$ cat src/rtl/ps2_key_decoder.sv
// rtl/ps2_key_decoder.sv - PS/2 keyboard deframer and held-key bitmap decoder
// Optional macro PS2_BAT_CLEAR_EN: keyboard self-test bytes (0xAA/0xFC) clear the bitmap.
module ps2_key_decoder #(
    parameter int SYNC_STAGES    = 2,
    parameter int TIMEOUT_CYCLES = 50000,
    parameter int TMO_W          = 16
) (
    input  logic       clk,
    input  logic       reset,
    input  logic       ps2_clk,
    input  logic       ps2_data,
    output logic [7:0] oKEY,
    output logic       oChange,
    output logic       oErr
);
    typedef enum logic [1:0] {IDLE, DATA, PARITY, STOP} state_t;

    localparam logic [TMO_W-1:0] TMO_LAST = TMO_W'(TIMEOUT_CYCLES - 1);

    logic [SYNC_STAGES-1:0] clk_sync;
    logic [SYNC_STAGES-1:0] data_sync;
    logic                   clk_prev;
    logic                   fall;
    logic                   bit_in;

    state_t           state, state_n;
    logic [2:0]       bit_cnt, bit_cnt_n;
    logic [7:0]       shift, shift_n;
    logic             par, par_n;
    logic [TMO_W-1:0] tmo_cnt, tmo_n;
    logic [7:0]       rx_byte, rx_byte_n;
    logic             byte_valid, byte_valid_n;
    logic             err_n;
    logic             timeout;

    logic             e0, f0, enter_held;
    logic             key_hit;
    logic [2:0]       key_idx;
    logic             bat_clear;

    // Lines idle high, so the synchronizers reset to 1 to avoid a false edge.
    always_ff @(posedge clk) begin
        if (reset) begin
            clk_sync  <= '1;
            data_sync <= '1;
            clk_prev  <= 1'b1;
        end else begin
            clk_sync  <= {clk_sync[SYNC_STAGES-2:0], ps2_clk};
            data_sync <= {data_sync[SYNC_STAGES-2:0], ps2_data};
            clk_prev  <= clk_sync[SYNC_STAGES-1];
        end
    end

    assign fall    = clk_prev & ~clk_sync[SYNC_STAGES-1];
    assign bit_in  = data_sync[SYNC_STAGES-1];
    assign timeout = (state != IDLE) && !fall && (tmo_cnt == TMO_LAST);

    always_ff @(posedge clk) begin
        if (reset) begin
            state      <= IDLE;
            bit_cnt    <= '0;
            shift      <= '0;
            par        <= 1'b0;
            tmo_cnt    <= '0;
            rx_byte    <= '0;
            byte_valid <= 1'b0;
            oErr       <= 1'b0;
        end else begin
            state      <= state_n;
            bit_cnt    <= bit_cnt_n;
            shift      <= shift_n;
            par        <= par_n;
            tmo_cnt    <= tmo_n;
            rx_byte    <= rx_byte_n;
            byte_valid <= byte_valid_n;
            oErr       <= err_n;
        end
    end

    always_comb begin
        state_n      = state;
        bit_cnt_n    = bit_cnt;
        shift_n      = shift;
        par_n        = par;
        rx_byte_n    = rx_byte;
        byte_valid_n = 1'b0;
        err_n        = 1'b0;
        tmo_n        = (state == IDLE || fall) ? '0 : tmo_cnt + 1'b1;

        if (timeout) begin
            state_n = IDLE;
            err_n   = 1'b1;
            tmo_n   = '0;
        end else if (fall) begin
            case (state)
                IDLE: begin
                    if (!bit_in) begin
                        state_n   = DATA;
                        bit_cnt_n = '0;
                    end
                end
                DATA: begin
                    shift_n   = {bit_in, shift[7:1]};
                    bit_cnt_n = bit_cnt + 3'd1;
                    if (bit_cnt == 3'd7) state_n = PARITY;
                end
                PARITY: begin
                    par_n   = bit_in;
                    state_n = STOP;
                end
                STOP: begin
                    // Odd parity over data plus parity bit, and stop must be high.
                    if (bit_in && (^{shift, par})) begin
                        byte_valid_n = 1'b1;
                        rx_byte_n    = shift;
                    end else begin
                        err_n = 1'b1;
                    end
                    state_n = IDLE;
                end
                default: state_n = IDLE;
            endcase
        end
    end

    always_comb begin
        key_hit = 1'b0;
        key_idx = 3'd0;
        if (!e0) begin
            case (rx_byte)
                8'h1D: begin key_hit = 1'b1; key_idx = 3'd0; end
                8'h1B: begin key_hit = 1'b1; key_idx = 3'd1; end
                8'h1C: begin key_hit = 1'b1; key_idx = 3'd2; end
                8'h23: begin key_hit = 1'b1; key_idx = 3'd3; end
                default: ;
            endcase
        end else begin
            case (rx_byte)
                8'h75: begin key_hit = 1'b1; key_idx = 3'd4; end
                8'h72: begin key_hit = 1'b1; key_idx = 3'd5; end
                8'h6B: begin key_hit = 1'b1; key_idx = 3'd6; end
                8'h74: begin key_hit = 1'b1; key_idx = 3'd7; end
                default: ;
            endcase
        end
`ifdef PS2_BAT_CLEAR_EN
        bat_clear = !e0 && !f0 && (rx_byte == 8'hAA || rx_byte == 8'hFC);
`else
        bat_clear = 1'b0;
`endif
    end

    // Code layer: consumes the byte registered at the stop edge one cycle later.
    always_ff @(posedge clk) begin
        if (reset) begin
            oKEY       <= '0;
            oChange    <= 1'b0;
            e0         <= 1'b0;
            f0         <= 1'b0;
            enter_held <= 1'b0;
        end else begin
            oChange <= 1'b0;
            if (oErr) begin
                e0 <= 1'b0;
                f0 <= 1'b0;
            end else if (byte_valid) begin
                if (rx_byte == 8'hE0) begin
                    e0 <= 1'b1;
                end else if (rx_byte == 8'hF0) begin
                    f0 <= 1'b1;
                end else begin
                    e0 <= 1'b0;
                    f0 <= 1'b0;
                    if (bat_clear) begin
                        oKEY       <= '0;
                        enter_held <= 1'b0;
                    end else begin
                        if (key_hit) oKEY[key_idx] <= ~f0;
                        if (!e0 && rx_byte == 8'h5A) begin
                            if (f0) begin
                                enter_held <= 1'b0;
                            end else if (!enter_held) begin
                                enter_held <= 1'b1;
                                oChange    <= 1'b1;
                            end
                        end
                    end
                end
            end
        end
    end
endmodule
$ cat config.mk
export PLATFORM = sky130hd
export DESIGN_NAME = ps2_key_decoder
export DESIGN_NICKNAME = d
export VERILOG_FILES = /design/src/rtl/ps2_key_decoder.sv
export SDC_FILE = /design/constraint.sdc
export NUM_CORES = 1
export LEC_CHECK = 0
export ABC_AREA = 1
export CORE_MARGIN = 1
export CORE_UTILIZATION = 55
export CTS_CLUSTER_DIAMETER = 40
export CTS_CLUSTER_SIZE = 12
export DETAILED_ROUTE_END_ITERATION = 8
export PLACE_DENSITY = 0.85
export SETUP_SLACK_MARGIN = 0.02
export SYNTH_ARGS = -nofsm -noshare
export SYNTH_HDL_FRONTEND = slang
export SYNTH_SLANG_ARGS = --single-unit
$ cat constraint.sdc
create_clock -name clk -period 3.4 [get_ports clk]
set_input_delay 0.51 -clock clk [delete_from_list [all_inputs] [get_ports clk]]
set_output_delay 0.51 -clock clk [all_outputs]
set_load 0.05 [all_outputs]
==> metrics <==
power share of the clock group=0.527; die width=75.2 microns; I/O pins=14; CTS Buf Count=9; Final Max Slew Viols=0; Final Net Count=435; Critical Path Fanout Max=3; Synth Warn #=0; CP Buf/Inv Count=1; ANT nets after route=0; Final Cycle Share=0.614; CTS resizes=0; Post-Route Setup TNS=0 ns; Clock Tree Buf Depth=2; Initial DRC Count=140; total wire length=5750 microns; synth top area cells=dfxtp_1 39%, nand2_1 12%, nor2_1 8.4%; crit path DAT=1.58 ns; Root Driver=clkbuf_8; FF+latch area=1140 sq um; post-synthesis sequential area ratio=0.387; DRC=0; Core Rows=26; Area growth syn-to-layout=14.1%; RSZ-0062 raised after global routing=no; clock sinks=57; number of synthesized flops with an enable pin=0; pre-CTS WS=1.17 ns; Starting Density=0.573; post-CTS setup buffer count=0; Seq pwr share=0.456; top cells by count, synth=92 x nand2_1, 66 x nor2_1, 57 x dfxtp_1; Async S/R FF share, synth=0; Hold Crit Depth=1; Worst Hold End=clk_sync[1]; GP Congestion=0.921; htree depth=3; Pleak=1.39 nW; synth unique cells=36; maximum vdd drop=419 uV; GRT overflow=0; worst-path cell with the longest stage delay=clkdlybuf4s50_1; hold_sp=clk_sync[0]; cell area after layout=3360 sq um; Reg2Reg Setup Slack=1.44 ns; number of global-route vias before repair=2310; post-synthesis net count=418; average cell area after synthesis=7.24 sq um; Synth Instances=407; pwr dens=439 nW/um^2; PortBufs=13; max_slew headroom=0.577; core area=5140 sq um; Final Util=0.654; Reg2Reg Depth=7; status=finished, final reports clean; drt pass-1 iters=4; kind of critical path=reg2out; synthesized area=2950 sq um; Critical Path RT=2.89 ns; GRT Resource Usage Total=0.228; clock transition at the registers of the reported paths=0.07 ns; crit-path max cell delay=0.83 ns; top-count cell post-synth=nand2_1; sw frac=0.199; first-pass GRT wire length=9570 microns; synthesis-stage register bit count=57; Placed Area=3120 sq um; CP Capture Type=output pin; CTS tree=built; WL/cell=11.5 microns; n_diodes=0; reg2reg end=tmo_cnt[8]; Main synth FF type=dfxtp_1; Fin. Hold Viols=0; number of fillers in the final layout=453; max-cap viol count=0; share of layout cells above drive strength 1=0.184; total power draw=1.48 mW; Chip Height=75.2 microns; initial antenna violation count=0; CP Cell Sequence=clkdlybuf4s50_1; Worst R2R Start=state[0]; final setup margin=1.31 ns; Clock Latency Late Sink=0.35 ns; Max Clk Rate=479 MHz; Logic pwr share=0.017; Yosys top cell by area=dfxtp_1; sw power=0.293 mW; Worst Hold Class=reg2reg; vias post-DR=2517; vias per cell=5.04; DP HPWL=4000 microns; Pint=1.18 mW; stages on the worst setup path=1; family with the most delay on the worst path=buffers and inverters; Die Area=5650 sq um; final clock skew=0.0101 ns; Yosys top cell area share=0.387; multi-input logic area=1580 sq um; largest net degree at the start of global routing=23; final setup violation count=0; Hold Buf Count CTS=0; CP startpoint kind=register; clock period minus worst slack=2.09 ns; Worst-Margin Slew=0.633 ns
-- cell usage in the layout, fill, tap and decap left out, drive strengths merged --
cell type / n
clkinv: 3
nor4: 1
clkdlybuf4s50: 13
bufinv: 3
nand2: 109
o21ai: 8
nand4: 6
o21a: 1
xnor2: 5
ha: 7
nand3: 30
nor3b: 3
nand3b: 1
nor2: 74
a31oi: 1
o21bai: 1
or2: 6
clkbuf: 10
a21oi: 33
inv: 44
dfxtp: 57
buf: 2
nor3: 7
xor2: 4
-- through the flow --
stage,hold slack [ns],std cells
floorplan,0.389,407
global placement,0.394,483
detailed placement,0.400,483
CTS,0.406,499
global route,0.430,499
finish,0.406,499
-- final cells by class --
cell class | instances | share of cell area
flip-flops and latches | 57 | 0.340
clock inverters | 6 | 0.0313
clock buffers | 10 | 0.0410
inverters | 44 | 0.0491
repair buffers | 15 | 0.0432
well taps | 70 | 0.0261
multi-input cells | 297 | 0.470
-- worst register-to-register path: cells and delay by family (launching register included) --
family | cells | cell delay (ns)
buffers and inverters | 1 | 0.08
flip-flops | 1 | 0.37
AO/OA/AOI/OAI | 2 | 0.21
adder cells (fa/ha/maj) | 1 | 0.25
AND/OR/NAND/NOR | 3 | 0.92
-- sequential cells by signal, indices dropped and copies added (netlist names) --
signal and count:
rx_byte 8, enter_held 1, oKEY 8, par 1
shift 8, f0 1, oErr 1, bit_cnt 3
data_sync 2, clk_prev 1, e0 1, byte_valid 1
tmo_cnt 16, clk_sync 2, state 2, oChange 1
-- power by group through the flow --
stage | sequential, mW | clock [mW] | combinational, mW
final | 0.673 | 0.778 | 0.0247
after global routing | 0.672 | 0.814 | 0.0274
after CTS | 0.672 | 0.779 | 0.0250
after detailed placement | 0.687 | 0 | 0.0245
after global placement | 0.687 | 0 | 0.0241
after floorplan | 0.687 | 0 | 0.0156
-- worst max-delay path by stage --
stage	to	start	slack (ns)
CTS	oErr	oErr	1.31
global route	oErr	oErr	1.28
floorplan	tmo_cnt[11]	state[0]	1.92
finish	oErr	oErr	1.31
global placement	tmo_cnt[8]	reset	1.21
detailed placement	tmo_cnt[8]	reset	1.17
-- cells by family (layout without fill, tap and decap cells) --
group                      count (synthesis)  in the layout  synth area share
AOI/OAI and AO/OA                         44             44            0.0884
xor gates and xnor gates                   9              9            0.0268
adders and majority gates                  7              7            0.0297
buffers and inverters                     53             75            0.0765
DFF                                       57             57             0.387
and+or+nand+nor                          237            237             0.391
-- per-layer routing --
metal  GRT usage  part of all wire
met2       0.394              0.50
met5           0                 0
met4       0.117             0.026
met1       0.263              0.45
met3      0.0562             0.031
(Power assumes the default switching activity.)
